`src/rtl/image_rom_pkg.sv`:
```
// Shared types and constants for the image ROM arbiter: widths, requester id,
// arbiter state encoding and the per-beat tag that travels alongside the ROM read.
package image_rom_pkg;

  localparam int ADDR_W     = 11;  // ad[10] selects the upper pROM
  localparam int DATA_W     = 16;
  localparam int LEN_W      = 4;   // burst is len+1 words
  localparam int RD_LATENCY = 2;   // pipelined pROM read latency

  typedef logic req_id_t;

  localparam req_id_t REQ0 = 1'b0;
  localparam req_id_t REQ1 = 1'b1;

  typedef enum logic {
    ST_IDLE  = 1'b0,
    ST_BURST = 1'b1
  } arb_state_t;

  typedef struct packed {
    logic    valid;
    req_id_t id;
    logic    last;
  } rom_tag_t;

  // Round-robin pick: on contention the requester not served last wins,
  // otherwise whichever one is asking.
  function automatic req_id_t rr_pick(input logic v0, input logic v1,
                                      input req_id_t last_grant);
    req_id_t pick;
    if (v0 && v1) begin
      pick = ~last_grant;
    end else if (v1) begin
      pick = REQ1;
    end else begin
      pick = REQ0;
    end
    return pick;
  endfunction

endpackage

```
`src/rtl/rom_tag_pipe.sv`:
```
// Delay line for beat tags so that each tag emerges together with the ROM word
// it describes. Cleared asynchronously so an aborted burst leaves no stale tags.
module rom_tag_pipe
  import image_rom_pkg::*;
#(
  parameter int DEPTH = RD_LATENCY
) (
  input  logic     clk,
  input  logic     reset,
  input  rom_tag_t tag_in,
  output rom_tag_t tag_out,
  output logic     any_valid
);

  rom_tag_t [DEPTH-1:0] stage_reg;
  logic     [DEPTH-1:0] stage_valid;

  // Shift tags one stage per clock; reset discards everything in flight.
  always_ff @(posedge clk or posedge reset) begin
    if (reset) begin
      stage_reg <= '0;
    end else begin
      stage_reg[0] <= tag_in;
      for (int i = 1; i < DEPTH; i++) begin
        stage_reg[i] <= stage_reg[i-1];
      end
    end
  end

  for (genvar gi = 0; gi < DEPTH; gi++) begin : g_valid
    assign stage_valid[gi] = stage_reg[gi].valid;
  end

  assign tag_out   = stage_reg[DEPTH-1];
  assign any_valid = |stage_valid;

endmodule

```
`src/rtl/image_rom_arbiter.sv`:
```
// Two-requester burst arbiter in front of a single pipelined image ROM.
// Whole bursts are granted round-robin, the ROM address is stepped one word
// per clock, and returning words are steered to the owner using tags that
// travel through a latency-matched delay line.
module image_rom_arbiter
  import image_rom_pkg::*;
(
  input  logic              clk,
  input  logic              reset,
  input  logic              req0_valid,
  output logic              req0_ready,
  input  logic [ADDR_W-1:0] req0_addr,
  input  logic [LEN_W-1:0]  req0_len,
  output logic              rsp0_valid,
  output logic              rsp0_last,
  output logic [DATA_W-1:0] rsp0_data,
  input  logic              req1_valid,
  output logic              req1_ready,
  input  logic [ADDR_W-1:0] req1_addr,
  input  logic [LEN_W-1:0]  req1_len,
  output logic              rsp1_valid,
  output logic              rsp1_last,
  output logic [DATA_W-1:0] rsp1_data,
  output logic [ADDR_W-1:0] rom_ad,
  input  logic [DATA_W-1:0] rom_data,
  output logic              busy
);

  arb_state_t        state_reg;
  logic [ADDR_W-1:0] addr_cnt_reg;
  logic [LEN_W-1:0]  beat_cnt_reg;
  req_id_t           owner_reg;
  req_id_t           last_grant_reg;
  rom_tag_t          issue_tag_reg;
  rom_tag_t          tag_out;
  logic              pipe_busy;
  logic              any_req;
  req_id_t           grant_id;

  // Grant decision, only acted upon in IDLE.
  always_comb begin
    any_req  = req0_valid | req1_valid;
    grant_id = rr_pick(req0_valid, req1_valid, last_grant_reg);
  end

  // Arbiter FSM: accept a command in IDLE, then issue one ROM address per clock.
  // The issue tag is registered alongside rom_ad so both leave on the same edge.
  always_ff @(posedge clk or posedge reset) begin
    if (reset) begin
      state_reg      <= ST_IDLE;
      addr_cnt_reg   <= '0;
      beat_cnt_reg   <= '0;
      owner_reg      <= REQ0;
      last_grant_reg <= REQ1;  // so requester 0 wins the first contention
      issue_tag_reg  <= '0;
      req0_ready     <= 1'b0;
      req1_ready     <= 1'b0;
      rom_ad         <= '0;
    end else begin
      req0_ready    <= 1'b0;
      req1_ready    <= 1'b0;
      issue_tag_reg <= '0;
      case (state_reg)
        ST_IDLE: begin
          if (any_req) begin
            state_reg      <= ST_BURST;
            owner_reg      <= grant_id;
            last_grant_reg <= grant_id;
            if (grant_id == REQ1) begin
              addr_cnt_reg <= req1_addr;
              beat_cnt_reg <= req1_len;
              req1_ready   <= 1'b1;
            end else begin
              addr_cnt_reg <= req0_addr;
              beat_cnt_reg <= req0_len;
              req0_ready   <= 1'b1;
            end
          end
        end
        ST_BURST: begin
          rom_ad        <= addr_cnt_reg;
          issue_tag_reg <= '{valid: 1'b1, id: owner_reg, last: (beat_cnt_reg == '0)};
          addr_cnt_reg  <= addr_cnt_reg + ADDR_W'(1);  // wraps at the top of the ROM
          beat_cnt_reg  <= beat_cnt_reg - LEN_W'(1);
          if (beat_cnt_reg == '0) begin
            state_reg <= ST_IDLE;
          end
        end
        default: state_reg <= ST_IDLE;
      endcase
    end
  end

  rom_tag_pipe #(
    .DEPTH(RD_LATENCY)
  ) u_tag_pipe (
    .clk      (clk),
    .reset    (reset),
    .tag_in   (issue_tag_reg),
    .tag_out  (tag_out),
    .any_valid(pipe_busy)
  );

  // Register the ROM word toward its owner; data holds between that owner's beats.
  always_ff @(posedge clk or posedge reset) begin
    if (reset) begin
      rsp0_valid <= 1'b0;
      rsp0_last  <= 1'b0;
      rsp0_data  <= '0;
      rsp1_valid <= 1'b0;
      rsp1_last  <= 1'b0;
      rsp1_data  <= '0;
    end else begin
      rsp0_valid <= tag_out.valid && (tag_out.id == REQ0);
      rsp0_last  <= tag_out.valid && (tag_out.id == REQ0) && tag_out.last;
      rsp1_valid <= tag_out.valid && (tag_out.id == REQ1);
      rsp1_last  <= tag_out.valid && (tag_out.id == REQ1) && tag_out.last;
      if (tag_out.valid && (tag_out.id == REQ0)) begin
        rsp0_data <= rom_data;
      end
      if (tag_out.valid && (tag_out.id == REQ1)) begin
        rsp1_data <= rom_data;
      end
    end
  end

  assign busy = (state_reg == ST_BURST) || issue_tag_reg.valid || pipe_busy;

endmodule

```
`config.mk`:
```
export PLATFORM = sky130hd
export DESIGN_NAME = image_rom_arbiter
export DESIGN_NICKNAME = d
export VERILOG_FILES = /design/src/rtl/image_rom_pkg.sv /design/src/rtl/rom_tag_pipe.sv /design/src/rtl/image_rom_arbiter.sv
export SDC_FILE = /design/constraint.sdc
export NUM_CORES = 1
export LEC_CHECK = 0
export BUFFER_PORTS_ARGS = -buffer_cell sky130_fd_sc_hd__buf_4
export CAP_MARGIN = 20
export CORE_MARGIN = 2
export CORE_UTILIZATION = 51
export DETAILED_ROUTE_END_ITERATION = 7
export PLACE_DENSITY = 0.79
export SLEW_MARGIN = 20
export SYNTH_ARGS = -nofsm -noshare
export SYNTH_HDL_FRONTEND = slang
export SYNTH_SLANG_ARGS = --single-unit
```
`constraint.sdc`:
```
create_clock -name clk -period 3.23 [get_ports clk]
set_clock_uncertainty 0.15 [all_clocks]
set_input_delay 0.4845 -clock clk [delete_from_list [all_inputs] [get_ports clk]]
set_output_delay 0.4845 -clock clk [all_outputs]
set_load 0.01 [all_outputs]
```
==> results by group <==
Power
  • Switching Share: 33.3%
  • Clk pwr share: 20.1%
  • Comb power frac: 40.3%
  • Lkg Pwr: 2.05 nW
  • Int Power: 2.93 mW
  • Worst IR drop on VDD: 0.634 mV
  • Net load switching power: 1.46 mW
  • PwrDens: 1010 nW/um^2
  • Seq pwr share: 39.6%

Finish
  • Top flop regs: rsp0_data (16), rsp1_data (16)
  • Nets: 411
  • Final instance count without filler cells: 440
  • # diodes: 0
  • Share of cells above drive strength 1: 46.0%
  • Area Growth Syn to Fin: 30.6%

Die
  • Core box area: 6310 sq um
  • Die W: 84.7 um
  • Die Y: 84.7 um
  • Die ar.: 7170 sq um
  • Initial Utilization: 52.6%
  • Row count: 29
  • IO Pins: 100

Synth
  • Area leader, netlist: dfrtp_1
  • Top post-synthesis cells by area: dfrtp_1, mux2_2, mux2i_1
  • Yosys cell types: 45
  • Yosys top cell area share: 56.6%
  • Synth Register Bits: 76
  • Synthesized Nets: 313
  • Post-Syn Area: 3320 sq um
  • Syn. warnings: 0
  • Synthesized instance count: 260
  • Syn avg cell area: 12.8 sq um
  • Post-synthesis sequential area ratio: 57.4%

Route
  • DRT Wirelength: 7.03 mm
  • Routed len/inst: 16.0 um
  • Total number of vias: 2,415
  • TritonRoute pass-1 iters: 4
  • Drt drc: 0
  • Final ANT Viol Nets: 0
  • Via density: 5.49
  • Initial DRC count: 174

Placed design
  • Dpl ws: 1.22 ns
  • Dpl cells: 424
  • RePlAce Congestion: 0.849
  • Post-DP HPWL: 5.11 mm
  • Port bufs: 99

Critical path
  • Reg2reg setup slack: 1.31 ns
  • Critical Path Source Type: flop
  • CP required: 2.60 ns
  • Crit path capture type: primary output
  • Crit-path cells: or4_1 -> buf_4
  • Slowest CP cell: or4_1
  • Bufs and invs on worst path: 1
  • Crit path kind: reg2out
  • CP top delay family: simple AND/OR/NAND/NOR gates
  • Worst endpoint data arrival time: 1.41 ns
  • Worst-path fanout max: 4
  • Slowest Stage Delay on Critical Path: 0.50 ns

Global routing
  • Largest net degree at the start of global routing: 41
  • Number of global-route vias before repair: 2,462
  • Initial antenna violation count: 0
  • Aggregate global-route resource usage: 20.5%
  • First-pass GRT wire length: 11.7 mm
  • GRT overflow: 0

Clock tree
  • H-tree Lvls: 3
  • Root Driver: clkbuf_8
  • CTS tree: yes
  • Post-CTS resize count: 0
  • CTS Hold Bufs: 0
  • Worst-path clk slew: 0.08 ns
  • Clock sink count: 76
  • Skew-Pair Late Insertion Delay: 0.34 ns
  • Post-CTS Setup Inserts: 0
  • Clock buffer depth: 2
  • CTS buffer count: 9

Timing
  • Slew margin rel.: 43.0%
  • Unrepaired setup endpoints after global routing: no
  • Fmax: 489 MHz
  • Worst setup margin: 1.19 ns
  • Max-slew violations: 0
  • Hold Vio Cnt, Final: 0
  • Tcrit/Tclk final: 63.3%
  • Final setup fails: 0
  • Least-Margin Pin Slew: 0.856 ns
  • Tmin final: 2.04 ns
  • Fin Setup TNS: 0 ns

Flow run
  • Max_cap viols: 0

Status
  • Status: finished, final reports clean

Hold path
  • Worst hold path class: in2async
## final cells by class
type	instances	area, sq um
fill	483	1980
sequential	76	1900
multi-input combinational	157	1270
timing repair buffer	102	766
clock buffer	11	141
clock inverter	5	108
tap	77	96.3
inverter	12	46.3
## cells in the mapped netlist
library cell	n
and2_1	2
a311oi_1	1
dfstp_2	1
a311o_1	1
nand3_2	1
buf_1	1
inv_1	12
a21oi_1	5
buf_6	4
nor2_1	11
o21ai_0	7
a21bo_1	1
or4_1	1
mux2_2	43
nand3_4	1
xor2_1	3
nor3_1	1
o22ai_1	5
or3_1	1
a211oi_1	1
nor2b_1	1
a31oi_1	2
nor4_4	1
o221ai_1	10
buf_2	7
o21ai_1	2
o21a_1	1
nor4b_1	1
o211ai_1	2
nand2_1	18
nand4_1	2
nor3_2	1
mux2_1	1
xnor2_1	7
clkbuf_1	1
and3_1	2
clkbuf_2	2
dfrtp_1	75
o31a_2	1
mux2i_1	10
ha_1	3
o31ai_1	1
nand3_1	2
nand2b_1	2
or2_1	2
## placed cells by master (no fill, tap or decap), types with 2 or more instances in the layout
cell	synthesis	final
a21oi_1	5	5
a31oi_1	2	2
and2_1	2	2
and3_1	2	2
buf_4	0	102
bufinv_16	0	3
clkbuf_8	0	10
dfrtp_1	75	75
ha_1	3	3
inv_1	12	11
mux2_2	43	43
mux2i_1	10	10
nand2_1	18	18
nand2b_1	2	2
nand3_1	2	2
nand4_1	2	2
nor2_1	11	11
o211ai_1	2	2
o21ai_0	7	7
o21ai_1	2	2
o221ai_1	10	10
o22ai_1	5	5
or2_1	2	2
xnor2_1	7	7
xor2_1	3	3
## layer usage
metal / track usage [%] / part of all wire [%]
met1: 26.4 / 42
met3: 5.31 / 6.7
met4: 7.36 / 0.90
met5: 0 / 0
met2: 33.8 / 51
## power groups by stage
stage / combinational, mW / sequential (mW) / clock (mW)
2_1_floorplan: 0.977 / 1.83 / 0
3_3_place_gp: 1.73 / 1.73 / 0
3_5_place_dp: 1.79 / 1.76 / 0
4_1_cts: 1.80 / 1.74 / 0.901
5_1_grt: 1.92 / 1.80 / 0.949
6_report: 1.77 / 1.74 / 0.884
## per-stage QoR
stage	instance area, sq um	hold slack, ns	utilization [%]	total power, mW
2_1_floorplan	3320	0.181	-	2.81
3_3_place_gp	4080	0.183	64.7	3.46
3_5_place_dp	4080	0.186	64.7	3.55
4_1_cts	4330	0.0793	68.6	4.44
5_1_grt	4330	0.112	68.6	4.68
6_report	4330	0.0650	68.6	4.39
## worst paths after layout
path / start / endpoint / depth (start not counted)
setup / recovery: u_tag_pipe.tag_out[2] / busy / 2
hold / removal: reset / rsp1_data[14] / 2
setup reg to reg: state_reg / state_reg / 4
hold reg to reg: u_tag_pipe.stage_reg[0] / u_tag_pipe.tag_out[0] / 0
max in group asynchronous: reset / rsp0_data[5] / 3
min in group clk: u_tag_pipe.stage_reg[0] / u_tag_pipe.tag_out[0] / 0
## cells by family after synthesis
family / share of synthesized area, %
buffers and inverters: 4.30
adder cells (fa/ha/maj): 1.13
multiplexers: 17.9
XOR/XNOR: 2.64
flip-flops: 57.4
AND/OR/NAND/NOR: 8.26
AO/OA/AOI/OAI: 8.37
(Power assumes the default switching activity.)
